[src/rtl/accept_tally_counter.sv]
// accept_tally_counter: gated, edge-qualified up/down tally with saturate/wrap at MAX and registered overflow/underflow pulses
module accept_tally_counter #(
  parameter int WIDTH = 3,
  parameter int MAX   = 4,
  parameter bit WRAP  = 1'b0,
  parameter bit EDGE  = 1'b1
) (
  input  logic             clk,
  input  logic             reset,
  input  logic             d,
  input  logic             select,
  input  logic             accepted,
  input  logic             refund,
  input  logic             clear,
  output logic [WIDTH-1:0] count,
  output logic             full,
  output logic             empty,
  output logic             overflow,
  output logic             underflow
);
  if (MAX < 1 || MAX > (2**WIDTH) - 1) begin : g_bad_max
    $error("accept_tally_counter: MAX out of range for WIDTH");
  end
  localparam logic [WIDTH-1:0] W_MAX = WIDTH'(MAX);
  logic [WIDTH-1:0] r_count;
  logic             r_acc_q, r_ref_q, r_ovf, r_unf;
  logic             w_en, w_inc, w_dec, w_up, w_down, w_at_max, w_at_zero;
  logic [WIDTH-1:0] w_next;
  assign w_en      = select & ~d;
  assign w_inc     = w_en & accepted & ~(EDGE & r_acc_q);
  assign w_dec     = w_en & refund & ~(EDGE & r_ref_q);
  assign w_up      = w_inc & ~w_dec;
  assign w_down    = w_dec & ~w_inc;
  // anything above MAX is treated as MAX so a forced bad value recovers
  assign w_at_max  = r_count >= W_MAX;
  assign w_at_zero = r_count == '0;
  always_comb begin
    w_next = r_count;
    if (w_up)
      w_next = w_at_max ? (WRAP ? '0 : W_MAX) : r_count + 1'b1;
    else if (w_down)
      w_next = w_at_zero ? (WRAP ? W_MAX : '0) : r_count - 1'b1;
  end
  always_ff @(posedge clk) begin
    if (reset) begin
      r_count <= '0;
      r_acc_q <= 1'b0;
      r_ref_q <= 1'b0;
      r_ovf   <= 1'b0;
      r_unf   <= 1'b0;
    end else begin
      r_acc_q <= accepted;
      r_ref_q <= refund;
      r_count <= clear ? '0 : w_next;
      r_ovf   <= ~clear & w_up & w_at_max;
      r_unf   <= ~clear & w_down & w_at_zero;
    end
  end
  assign count     = r_count;
  assign full      = r_count == W_MAX;
  assign empty     = r_count == '0;
  assign overflow  = r_ovf;
  assign underflow = r_unf;
endmodule
[config.mk]
export PLATFORM = sky130hd
export DESIGN_NAME = accept_tally_counter
export DESIGN_NICKNAME = d
export VERILOG_FILES = /design/src/rtl/accept_tally_counter.sv
export SDC_FILE = /design/constraint.sdc
export NUM_CORES = 1
export LEC_CHECK = 0
export CORE_AREA = 2 2 39 41
export DETAILED_ROUTE_END_ITERATION = 8
export DIE_AREA = 0 0 41 43
export DONT_BUFFER_PORTS = 1
export HOLD_SLACK_MARGIN = 0.12
export PLACE_DENSITY = 0.46
export SKIP_LAST_GASP = 1
export SLEW_MARGIN = 20
export SYNTH_ARGS = -nofsm -noshare
export SYNTH_HDL_FRONTEND = slang
export SYNTH_SLANG_ARGS = --single-unit
export TNS_END_PERCENT = 10
[constraint.sdc]
create_clock -name clk -period 4.5 [get_ports clk]
set_clock_uncertainty 0.15 [all_clocks]
set_input_delay 0.9 -clock clk [delete_from_list [all_inputs] [get_ports clk]]
set_output_delay 0.9 -clock clk [all_outputs]
set_load 0.005 [all_outputs]
### Word-level counts from Yosys, hierarchy flattened

Index checks and enable logic that the tools add are counted.

| storage, ports and cells | value |
|---|---|
| register bits after elaboration | 7 |
| bits of input ports | 7 |
| output and inout bits | 7 |
| word-level logic and storage cells | 33 |

| operators by class | value |
|---|---|
| add/subtract/negate cells | 2 |
| $lt $le $gt $ge | 1 |
| equal/unequal tests | 1 |
| multiplexer cells | 4 |
| bitwise gates (word level) | 17 |
| reductions and logical operators | 3 |

Operators by type and width:

| operator | count |
|---|---|
| 2-to-1 mux 3 bit | 4 |
| AND 1 bit | 11 |
| inverter 1 bit | 6 |
| adder 3 x 1 -> 3 bit (second input constant) | 1 |
| == test 3 bit (second input constant) | 1 |
| >= comparator 3 bit (second input constant) | 1 |
| zero test 3 bit | 1 |
| subtractor 3 x 1 -> 3 bit (second input constant) | 1 |
| nonzero test 2 bit | 1 |
| OR reduction 2 bit | 1 |

### Longest topological paths before layout

Gate-level depths: netlist of the first run.

| logic depth | value |
|---|---|
| depth in word-level cells | 8 |
| gate-level depth with buffers | 7 |
| depth with buffers taken out | 7 |

### Least setup slack after synthesis of the first run

Ideal clock, no wire load.

| timing path | value |
|---|---|
| path type | input port to flip-flop |
| start | input port select |
| end | register r_count[2] (netlist: count[2]) |
| library setup time | 0.119 ns |
| arrival | 1.971 ns |
| required time | 4.231 ns |
| path slack | 2.261 ns |
| cell stages on the path | 6 |
| buffers on the path | 0 |
| path through | nor2b_1 > nand3b_1 > ha_1 > o21ba_1 > a21oi_1 > o221a_1 |

| between the ends | value |
|---|---|
| cells in the longest elaborated chain, start to end | 6 |
| elaborated cells between the ends (all ways) | 11 |
| classes of those cells | mux: 1; bitwise: 9; reduce/logical: 1 |

RTL lines:

| what | RTL line | source |
|---|---|---|
| start: declaration | 11 | `input logic select,` |
| AND 1 bit * | 29 | `assign w_en = select & ~d;` |
| AND 1 bit (on tied branches) (2 in series) | 31, 30 |  |
| inverter 1 bit (on tied branches) | 32, 33 |  |
| AND 1 bit (on tied branches) | 32, 33 |  |
| 2-to-1 mux 3 bit or nonzero test 2 bit (tied branches) | - |  |
| end signal: assignment | 54 | `r_count <= clear ? '0 : w_next;` |
| end: declaration | 25 | `logic [WIDTH-1:0] r_count;` |

Mark *: on every way between the ends. The rest lies on a longest branch, timed or not.
A chain may end at the register's enable or synchronous reset.

### Worst setup path in the final report of the first run

| timing path | value |
|---|---|
| start | register r_count[0] (netlist: count[0]) |
| end | output port full |

| between the ends | value |
|---|---|
| cells in the longest elaborated chain, start to end | 1 |

RTL lines:

| what | RTL line | source |
|---|---|---|
| == test 3 bit | 60 | `assign full = r_count == W_MAX;` |
| end: declaration | 16 | `output logic full,` |

No other way between the ends.

==> flow_summary.toml, run 1 <==
[setup_path]
worstSetupEndpointType = "output pin"
path_class = "reg -> out"
cp_data_arrival_time_ns = 1.20
cp_max_fo = 5
cp-start-kind = "flop"
crit_required_ns = 3.45

[synthesis]
ys_seq_elements = 7
synthDistinctLibCells = 19
yosys.area_share.simple = 0.241
synth_nets = 55
synth_top_cell_area_share = 0.356
synth_largest_area_cell = "dfxtp_1"
synth.area.mux_share = 0.0254
synthXorXnorAreaFrac = 0
ys_warn_count = 0
synth_top_family_by_area = "simple AND/OR/NAND/NOR gates"
synth_compound_area_frac = 0.143
ys_seq_area_frac = 0.356
synth-async-reset-ratio = 0
synth_fa_ha_area_frac = 0.159
synth_edf_count = 0
yosysMostFrequentCell = "dfxtp_1"
synth-main-ff-cell = "dfxtp_1"
synthesis.area_sq_um = 394
avgSynthCellArea_sq_um = 9.17
syn_inst = 43
ys_top_cells_by_area = "dfxtp_1 36%, ha_1 16%, nor2b_1 6.3%"
synth_common_cells = "7 x dfxtp_1, 5 x ha_1, 5 x inv_1"

[power_and_ir_drop]
irDropWorstVdd_uv = 142
share_comb_of_total_power = 0.093
p_leak_nw = 0.215
switching_share = 0.225
total_power_mw = 0.134
seq_power_share = 0.489
pwr-share-clk = 0.419
power.density_nw_per_um2 = 312
switchingPower_mw = 0.0300
internal_power_mw = 0.104

[timing]
worst_slew_pin_slew_ns = 0.338
slew_headroom = 0.774
rsz0062_at_grt = "no"
hold-worst-slack_ns = 0.491
fin_crit_ns = 2.25
setup_violations = 0
max_freq_mhz = 444
period_share = 0.501
finalMaxSlewViolations = 0
fin_tns_setup_ns = 0
hold_viol_final = 0

[die]
die_h_um = 43
die_area_sq_um = 1760
start_util = 0.285
core_area_sq_um = 1380
ios = 14
rows = 14
die_w_um = 41

[job]
cap_violations = 0

[grt]
gr-usage-met2 = 0.128
track_usage = 0.100
busiest_layer = "met2"
use_met1 = 0.112
grt_use_met3 = 0.0942
antenna_found_initial = 0
grt_max_degree = 12
grt_pass1_wl_mm = 1.10
grt_pass1_vias = 282
gr-total-overflow = 0

[route]
vias = 303
first_pass_iters = 4
first_iter_violations = 8
drc = 0
avgViaCountPerCell = 4.89
routedWlPerCell_um = 10.6
wirelength_um = 658
ant_nets = 0

[final_layout]
stdcell_count = 62
seqCellArea_sq_um = 140
drive_gt1_frac = 0.0652
syn_to_final_growth_pct = 8.89
multi_input_area_sq_um = 224
diodes = 0
nNetsFinal = 59
n_fill_cell = 148

[clock_network]
clk_latency_ns = 0.25
hold_buffers = 0
numCtsBuffers = 3
clock-root-buffer = "clkbuf_4"
clk_path_buf_depth = 2
cts.repair.resized = 0
cts_sinks = 7
cts_tree = "yes"
post_cts_buffers = 0
clk_pin_slew_ns = 0.05
cts_max_level = 1

[placement]
gp_congestion = 0.649
place_hpwl_um = 525
dp_cells = 58
placement.io_buffers = 0

[worst_hold_path]
hold_class = "reg -> reg"

[outcome]
status = "finished clean"
==> cells by family (layout without fill, tap and decap cells) <==
family,Yosys count,in the layout
DFF,7,7
buffers and inverters,6,9
adders and majority gates,5,5
AOI/OAI and AO/OA,7,7
muxes,1,1
and+or+nand+nor,17,17
==> final timing paths <==
path	startpoint	endpoint	slack, ns	cells past startpoint
worst max-delay path	count[0]	full	2.25	3
worst min-delay path	count[2]	overflow	0.49	1
worst max register to register	r_acc_q	count[2]	2.88	5
worst min register to register	count[2]	overflow	0.49	1
==> metal layers <==
metal  vias to the layer above  part of all wire
met1                       130              0.46
li1                        152                 -
met4                         0             0.018
met2                        19              0.42
met3                         2              0.10
met5                         -                 0
==> worst max-delay path, cell delays in order, from the launching register on <==
cell and delay, ns:
dfxtp_1 0.41, inv_1 0.09, ha_1 0.26, and2_1 0.19
==> registers in the layout (all words and copies together) (netlist names) <==
register	count
r_acc_q	1
r_ref_q	1
count	3
underflow	1
overflow	1
==> power by group through the flow <==
| stage | registers [mW] | logic (mW) | clock network (mW) |
|---|---|---|---|
| 2_1_floorplan | 0.0659 | 0.0116 | 0 |
| 3_3_place_gp | 0.0667 | 0.0125 | 0 |
| 3_5_place_dp | 0.0667 | 0.0124 | 0 |
| 4_1_cts | 0.0654 | 0.0125 | 0.0582 |
| 5_1_grt | 0.0655 | 0.0141 | 0.0624 |
| 6_report | 0.0653 | 0.0124 | 0.0560 |
==> placed cells by master (no fill, tap or decap) <==
cell / count
a211oi_1: 1
or3b_1: 1
ha_1: 5
clkbuf_4: 3
and2_1: 1
nor3_1: 1
nand2_1: 2
nor2b_1: 4
a22oi_1: 1
inv_1: 5
a21oi_1: 2
mux2i_1: 1
o21ba_1: 1
and3_1: 2
nand3b_1: 2
dfxtp_1: 7
nor2_1: 4
o221a_1: 1
clkbuf_1: 1
o311a_1: 1
==> area by class of cell <==
type	instances	share of cell area
Tap cell	16	0.0466
Clock buffer	4	0.0612
Sequential cell	7	0.327
Multi-Input combinational cell	30	0.522
Inverter	5	0.0437
==> metrics by stage <==
step                      setup WS, ns   util  cell area, sq um
after floorplan                   2.26      -               394
after global placement            2.16  0.291               403
after detailed placement          2.17  0.291               403
after CTS                         2.23  0.310               429
after global routing              2.15  0.310               429
final                             2.25  0.310               429
Note: power is estimated with default switching activity, not from simulation.
==> run 2: changes to the inputs <==
Settings changed: PLACE_DENSITY 0.46 to 0.48.
Clock period 4.5 ns to 1.87 ns, I/O delays scaled along.
==> run 2 against run 1 <==
- critical path depth stayed put
- hold slack lost 0.30 ns
- final cell count rose by 9.7%
- non-clock buffer count is 6 higher
- clock power up 140%
- global-route usage fell by 0.59 points
- highest routed layer is now met3
==> flow_summary.toml, run 2 (same netlist as run 1, synthesis figures left out) <==
[grt]
antenna_found_initial = 0
track_usage = 0.0944
gr-total-overflow = 0
grt_pass1_wl_mm = 1.10
grt_max_degree = 12
grt_pass1_vias = 297

[route]
first_iter_violations = 3
avgViaCountPerCell = 4.49
ant_nets = 0
first_pass_iters = 2
routedWlPerCell_um = 10.2
wirelength_um = 695
drc = 0
vias = 305

[worst_hold_path]
holdPathEnd = "count[1]"
hold_depth = 2
hold_class = "in -> reg"
hp-start = "reset"

[placement]
gp_congestion = 0.727
placement.io_buffers = 0
place_hpwl_um = 538
place_ws_ns = 0.0682

[clock_network]
cts_tree = "yes"
hold_buffers = 4
cts_max_level = 1
clk_latency_ns = 0.24
numCtsBuffers = 3
clk_pin_slew_ns = 0.05
cts.repair.resized = 0
cts_sinks = 7
clk_path_buf_depth = 2
clock-root-buffer = "clkbuf_4"
post_cts_buffers = 0

[timing]
fin_crit_ns = 1.67
period_share = 0.893
setup_violations = 0
hold_viol_final = 0
worst_slew_pin_slew_ns = 0.327
fin_tns_setup_ns = 0
slew_headroom = 0.782
finalMaxSlewViolations = 0
setup_ws_ns = 0.199
rsz0062_at_grt = "no"
max_freq_mhz = 599

[setup_path]
cp_max_fo = 5
crit_cells = 3
cp_data_arrival_time_ns = 1.15
path_delay_family = "flip-flops"
worst-path-buf-inv = 1
path_class = "reg -> out"
cp-start-kind = "flop"
path_cells = "inv_1 -> ha_1 -> nor2b_1"
critPathSlowestCell = "dfxtp_1"
cpPeakStageDelay_ns = 0.33
regToRegStartpoint = "r_acc_q"
r2r.worst_path.cells = 5
crit_required_ns = 1.35
r2r_setup_slack_ns = 0.27
r2r_end = "count[2]"
worstSetupEndpointType = "output pin"

[final_layout]
largest_reg_flops = 3
post-route-util = 0.350
final_common_cell = "dfxtp_1"
nNetsFinal = 65
drive_gt1_frac = 0.0962
syn_to_final_growth_pct = 22.9
diodes = 0
layout_common_cells = "7 x dfxtp_1, 5 x inv_1, 5 x ha_1"

[die]
die_h_um = 43
rows = 14
die_w_um = 41
die_area_sq_um = 1760
ios = 14
start_util = 0.285
core_area_sq_um = 1380

[power_and_ir_drop]
irDropWorstVdd_uv = 302
power.density_nw_per_um2 = 676
p_leak_nw = 0.243
total_power_mw = 0.327

[outcome]
status = "finished clean"

[job]
cap_violations = 0
-- run 2: per-stage QoR --
| step | cells | area, sq um | hold WS, ns |
|---|---|---|---|
| 3_3_place_gp | 60 | 418 | 0.296 |
| 5_1_grt | 68 | 484 | 0.195 |
| 3_5_place_dp | 60 | 418 | 0.299 |
| 2_1_floorplan | 43 | 394 | 0.296 |
| 6_report | 68 | 484 | 0.194 |
| 4_1_cts | 68 | 484 | 0.183 |
-- run 2: routing by layer --
layer | share of wire | GRT usage | up-vias | routed length, um
met1 | 0.46 | 0.0997 | 133 | 321
met4 | 0 | 0 | 0 | 0
met3 | 0.085 | 0.0890 | 0 | 59
met5 | 0 | 0 | - | 0
met2 | 0.45 | 0.144 | 10 | 313
li1 | - | - | 162 | -
-- run 2: report_power, final --
group          leakage (nW)  switching [mW]  total (mW)  internal [mW]
sequential           0.0571         0.00313       0.157          0.154
combinational         0.171          0.0173      0.0383         0.0210
clock                0.0150          0.0511       0.132         0.0811
total                 0.243          0.0716       0.327          0.256
-- run 2: how the worst max path moves through the flow --
stage / endpoint / from
6_report: empty / count[1]
5_1_grt: empty / count[1]
4_1_cts: empty / count[1]
3_5_place_dp: count[2] / select
3_3_place_gp: count[2] / select
2_1_floorplan: count[2] / select
-- run 2: area by class of cell --
cell class,instances,area (sq um)
Timing Repair Buffer,6,55.1
Fill cell,159,900
Tap cell,16,20.0
Multi-Input combinational cell,30,224
Clock buffer,4,26.3
Inverter,5,18.8
Sequential cell,7,140
==> run 3: changes to the inputs <==
Settings changed: ABC_AREA from default to 1, GPL_TIMING_DRIVEN from default to 1.
==> run 3 against run 2 <==
- setup slack got worse by 0.094 ns
- critical endpoint is now count[2]
- utilization is 1.2 points higher
- synthesized cell count increased by 44%
==> flow_summary.toml, run 3 <==
[worst_hold_path]
holdPathEnd = "underflow"
hold_depth = 3
hold_class = "in -> reg"
hp-start = "reset"

[route]
routedWlPerCell_um = 8.88
vias = 365
first_pass_iters = 4
avgViaCountPerCell = 4.24
drc = 0
wirelength_um = 764
ant_nets = 0
first_iter_violations = 11

[timing]
hold_viol_final = 0
hold-worst-slack_ns = 0.177
slew_headroom = 0.817
max_freq_mhz = 567
fin_tns_setup_ns = 0
period_share = 0.943
rsz0062_at_grt = "no"
worst_slew_pin_slew_ns = 0.273
finalMaxSlewViolations = 0
fin_crit_ns = 1.76
setup_violations = 0

[placement]
place_hpwl_um = 596
dpl-instance-area_sq_um = 429
gp_congestion = 0.717
dp_cells = 79
placement.io_buffers = 0

[setup_path]
cp-start-kind = "primary input"
cp_max_fo = 4
worstSetupEndpointType = "flop"
regToRegStartpoint = "r_ref_q"
path_class = "in -> reg"
r2r_end = "count[2]"
r2r.worst_path.cells = 8
crit_top_cell = "nor2_1"
cp_data_arrival_time_ns = 1.76
r2r_setup_slack_ns = 0.50
startpoint = "accepted"
path_cells = "dlygate4sd3_1 -> inv_1 -> nor2_1 -> nand2_1 -> ha_4 -> inv_2 -> o21ai_0 -> a21oi_1 -> nor2_1"
crit_required_ns = 1.86
cpPeakStageDelay_ns = 0.52
critPathSlowestCell = "dlygate4sd3_1"

[synthesis]
synth_compound_area_frac = 0.0872
ys_seq_elements = 7
synth_edf_count = 0
yosysMostFrequentCell = "inv_1"
ys_top_cells_by_area = "dfxtp_1 35%, ha_1 16%, inv_1 14%"
synth_largest_area_cell = "dfxtp_1"
yosys.area_share.simple = 0.259
ys_seq_area_frac = 0.349
synth_common_cells = "15 x inv_1, 14 x nand2_1, 11 x nor2_1"
synth-async-reset-ratio = 0
synthXorXnorAreaFrac = 0
synth_fa_ha_area_frac = 0.156
ys_warn_count = 0
synth-main-ff-cell = "dfxtp_1"
synth_top_family_by_area = "simple AND/OR/NAND/NOR gates"
syn_inst = 62
synth_top_cell_area_share = 0.349
avgSynthCellArea_sq_um = 6.48
synth.area.mux_share = 0
synthDistinctLibCells = 9
synth_nets = 74
synthesis.area_sq_um = 402

[die]
die_w_um = 41
die_h_um = 43
start_util = 0.290
rows = 14
die_area_sq_um = 1760
ios = 14
core_area_sq_um = 1380

[power_and_ir_drop]
p_leak_nw = 0.274
irDropWorstVdd_uv = 480
power.density_nw_per_um2 = 668

[final_layout]
n_fill_cell = 148
final_area_sq_um = 500
syn_to_final_growth_pct = 24.6
stdcell_count = 86
layout_common_cells = "14 x nand2_1, 13 x inv_1, 11 x nor2_1"
nNetsFinal = 83
largest_reg_flops = 3
final_common_cell = "nand2_1"
drive_gt1_frac = 0.129
post-route-util = 0.362
diodes = 0

[clock_network]
cts_max_level = 1
cts_tree = "yes"
clk_latency_ns = 0.25
clk_pin_slew_ns = 0.05
clock-root-buffer = "clkbuf_4"
clk_path_buf_depth = 2
cts_sinks = 7
numCtsBuffers = 3

[grt]
antenna_found_initial = 0
gr-total-overflow = 0
track_usage = 0.112
grt_pass1_vias = 322
grt_max_degree = 7
grt_pass1_wl_mm = 1.25

[job]
cap_violations = 0

[outcome]
status = "finished clean"
-- run 3: cell count changes in the layout (fill, tap and decap cells not counted), moves of 2 or more --
cell	change
nor2_1	+7
inv_1	+8
o21ai_0	+3
nand2_1	+12
nand3b_1	-2
and3_1	-2
nand3_1	+2
nor2b_1	-4
inv_2	+3
ha_1	-2
-- run 3: area by class of cell --
cell class	count	area [sq um]	area share
clock buffers	4	26.3	0.0525
inverters	16	60.1	0.120
multi-input cells	39	216	0.433
flip-flops and latches	7	140	0.280
well taps	16	20.0	0.0400
repair buffers	4	37.5	0.0750
-- run 3: worst max path at each step --
| stage | cells past startpoint | to | slack, ns |
|---|---|---|---|
| 4_1_cts | 9 | count[2] | 0.04 |
| 3_5_place_dp | 8 | count[2] | 0.29 |
| 3_3_place_gp | 8 | count[2] | 0.29 |
| 6_report | 9 | count[2] | 0.11 |
| 2_1_floorplan | 8 | count[2] | 0.40 |
| 5_1_grt | 9 | count[2] | 0.02 |
-- run 3: routing by layer --
layer / GRT usage / part of all wire / vias to the layer above / wire length, um
met3: 0.0942 / 0.092 / 0 / 70
met2: 0.156 / 0.47 / 16 / 356
met1: 0.119 / 0.44 / 152 / 336
met4: 0.0400 / 0 / 0 / 0
li1: - / - / 197 / -
met5: 0 / 0 / - / 0
-- run 3: report_power, final --
part / switching, mW / internal (mW)
Combinational: 0.0246 / 0.0189
Clock: 0.0530 / 0.0812
Sequential: 0.00295 / 0.154
Total: 0.0805 / 0.254
-- run 3: what timing repair did --
action / 4_1_cts / 5_1_grt
setup buffers: 0 / 0
hold endpoints to repair: 2 / 0
gates resized for setup: 0 / 5
setup endpoints to repair: 0 / 1
hold buffers: 3 / 0
-- run 3: logic make-up after synthesis --
| logic type | after synthesis |
|---|---|
| fa+ha+maj | 5 |
| buf+inv | 16 |
| simple gates | 27 |
| flops | 7 |
| compound gates | 7 |
-- run 3: per-stage QoR --
| step | worst slack (ns) | total power [mW] |
|---|---|---|
| final | 0.106 | 0.334 |
| after global placement | 0.295 | 0.195 |
| after global routing | 0.0204 | 0.358 |
| after floorplan | 0.401 | 0.188 |
| after detailed placement | 0.289 | 0.195 |
| after CTS | 0.0368 | 0.339 |
-- run 3: worst max-delay path, delay by kind of cell --
| family | cells | cell delay, ns |
|---|---|---|
| buffers and inverters | 3 | 0.64 |
| and+or+nand+nor | 3 | 0.24 |
| AOI/OAI and AO/OA | 2 | 0.23 |
| adders and majority gates | 1 | 0.27 |
==> RTL edit, RTL diff (flow settings as in run 2) <==
`WIDTH`: 3 -> 4.
--- a/src/rtl/accept_tally_counter.sv
+++ b/src/rtl/accept_tally_counter.sv
@@ -1,5 +1,5 @@
 // accept_tally_counter: gated, edge-qualified up/down tally with saturate/wrap at MAX and registered overflow/underflow pulses
 module accept_tally_counter #(
-  parameter int WIDTH = 3,
+  parameter int WIDTH = 4,
   parameter int MAX   = 4,
   parameter bit WRAP  = 1'b0,
Ports: changed (resized count); port bits go from 14 to 15. No check against the original RTL was run, so the function may have changed too.
==> RTL edit against run 2 <==
- first-iteration DRC count rose to 4.0 times the old value
- setup slack worse by 0.068 ns
- cell area rose by 13%
- critical path type unchanged
- total power grew 11%
- sequential cell count rose by 1
- wire length up 28%
- synthesized cell count grew 14%
- synthesized area increased by 12%
- highest routed layer is now met4
==> RTL edit: results <==
{
  "reg2reg_to": "count[3]$_SDFFE_PP0P_",
  "track_usage_pct": 13.60,
  "yosysSeqAreaShare_pct": 36.26,
  "grt_pass1_wl_mm": 1.497,
  "place_worst_setup_slack_ns": 0.002979,
  "rrSetupSlack_ns": 0.20,
  "grt_start_max_net_pins": 8,
  "wl_met1_um": 408,
  "top_layer_used": "met4",
  "status": "completed",
  "via_count": 378,
  "grt_pass1_vias": 356,
  "insertion_delay_ns": 0.26,
  "drtIter0Drc": 12,
  "n_fill_cell": 156,
  "synth_commonest_cells": "8 x dfxtp_1, 8 x nor2_1, 4 x ha_1, 4 x inv_1, 4 x nor2b_1",
  "dp_hpwl_um": 688.7,
  "p_leak_nw": 0.2440,
  "wl_met2_um": 395,
  "min_period_ns": 1.739,
  "placed_area_um2": 494.2,
  "drive_above_1_share_pct": 23.73,
  "routabilityCongestion": 0.7551,
  "nNetsFinal": 72,
  "largest_reg_flops": 4
}
==> RTL edit: cell families after synthesis <==
logic type | Yosys count | share of synthesized area (%)
adders and majority gates | 4 | 11.33
xor gates and xnor gates | 1 | 1.983
DFF | 8 | 36.26
and+or+nand+nor | 24 | 29.18
AOI/OAI and AO/OA | 7 | 15.30
buffers and inverters | 5 | 5.948
==> RTL edit: per-layer routing <==
| metal | track usage (%) | vias up |
|---|---|---|
| met2 | 17.19 | 12 |
| met1 | 16.23 | 172 |
| met5 | 0 | - |
| met3 | 4.712 | 4 |
| met4 | 14.00 | 0 |
| li1 | - | 190 |
==> RTL edit: metrics by stage <==
| stage | instances | hold WS (ns) |
|---|---|---|
| detailed placement | 69 | 0.2980 |
| CTS | 75 | 0.1636 |
| floorplan | 49 | 0.2956 |
| global placement | 69 | 0.2964 |
| finish | 75 | 0.1679 |
| global route | 75 | 0.1680 |
==> RTL edit: worst max-delay path by stage <==
stage	start	to
after floorplan	select	count[3]$_SDFFE_PP0P_
after global routing	r_acc_q$_SDFF_PP0_	count[2]$_SDFFE_PP0P_
after global placement	select	count[2]$_SDFFE_PP0P_
after CTS	count[1]$_SDFFE_PP0P_	empty
final	count[1]$_SDFFE_PP0P_	empty
after detailed placement	select	count[3]$_SDFFE_PP0P_
==> RTL edit: worst max-delay path, stage by stage (launching register included) <==
cell     delay [ns]
dfxtp_1        0.31
inv_1          0.09
ha_1           0.21
nor3b_2        0.35
==> RTL edit: layout make-up <==
type,count,area [µm²],area share (%)
multi-input combinational,36,261.5,47.83
sequential,8,160.2,29.29
timing repair buffer,8,67.56,12.36
clock buffer,3,22.52,4.119
tap,16,20.02,3.661
inverter,4,15.01,2.746
==> RTL edit: what timing repair did <==
item,4_1_cts,5_1_grt
hold endpoints to repair,2,0
hold buffers,3,0
setup buffers,0,0
==> RTL edit: power breakdown <==
| part | leakage (nW) | total, W | switching [W] | internal (W) |
|---|---|---|---|---|
| clock | 0.0138 | 0.000134 | 0.0000607 | 0.0000736 |
| combinational | 0.165 | 0.0000525 | 0.0000247 | 0.0000278 |
| sequential | 0.0651 | 0.000178 | 0.00000270 | 0.000175 |
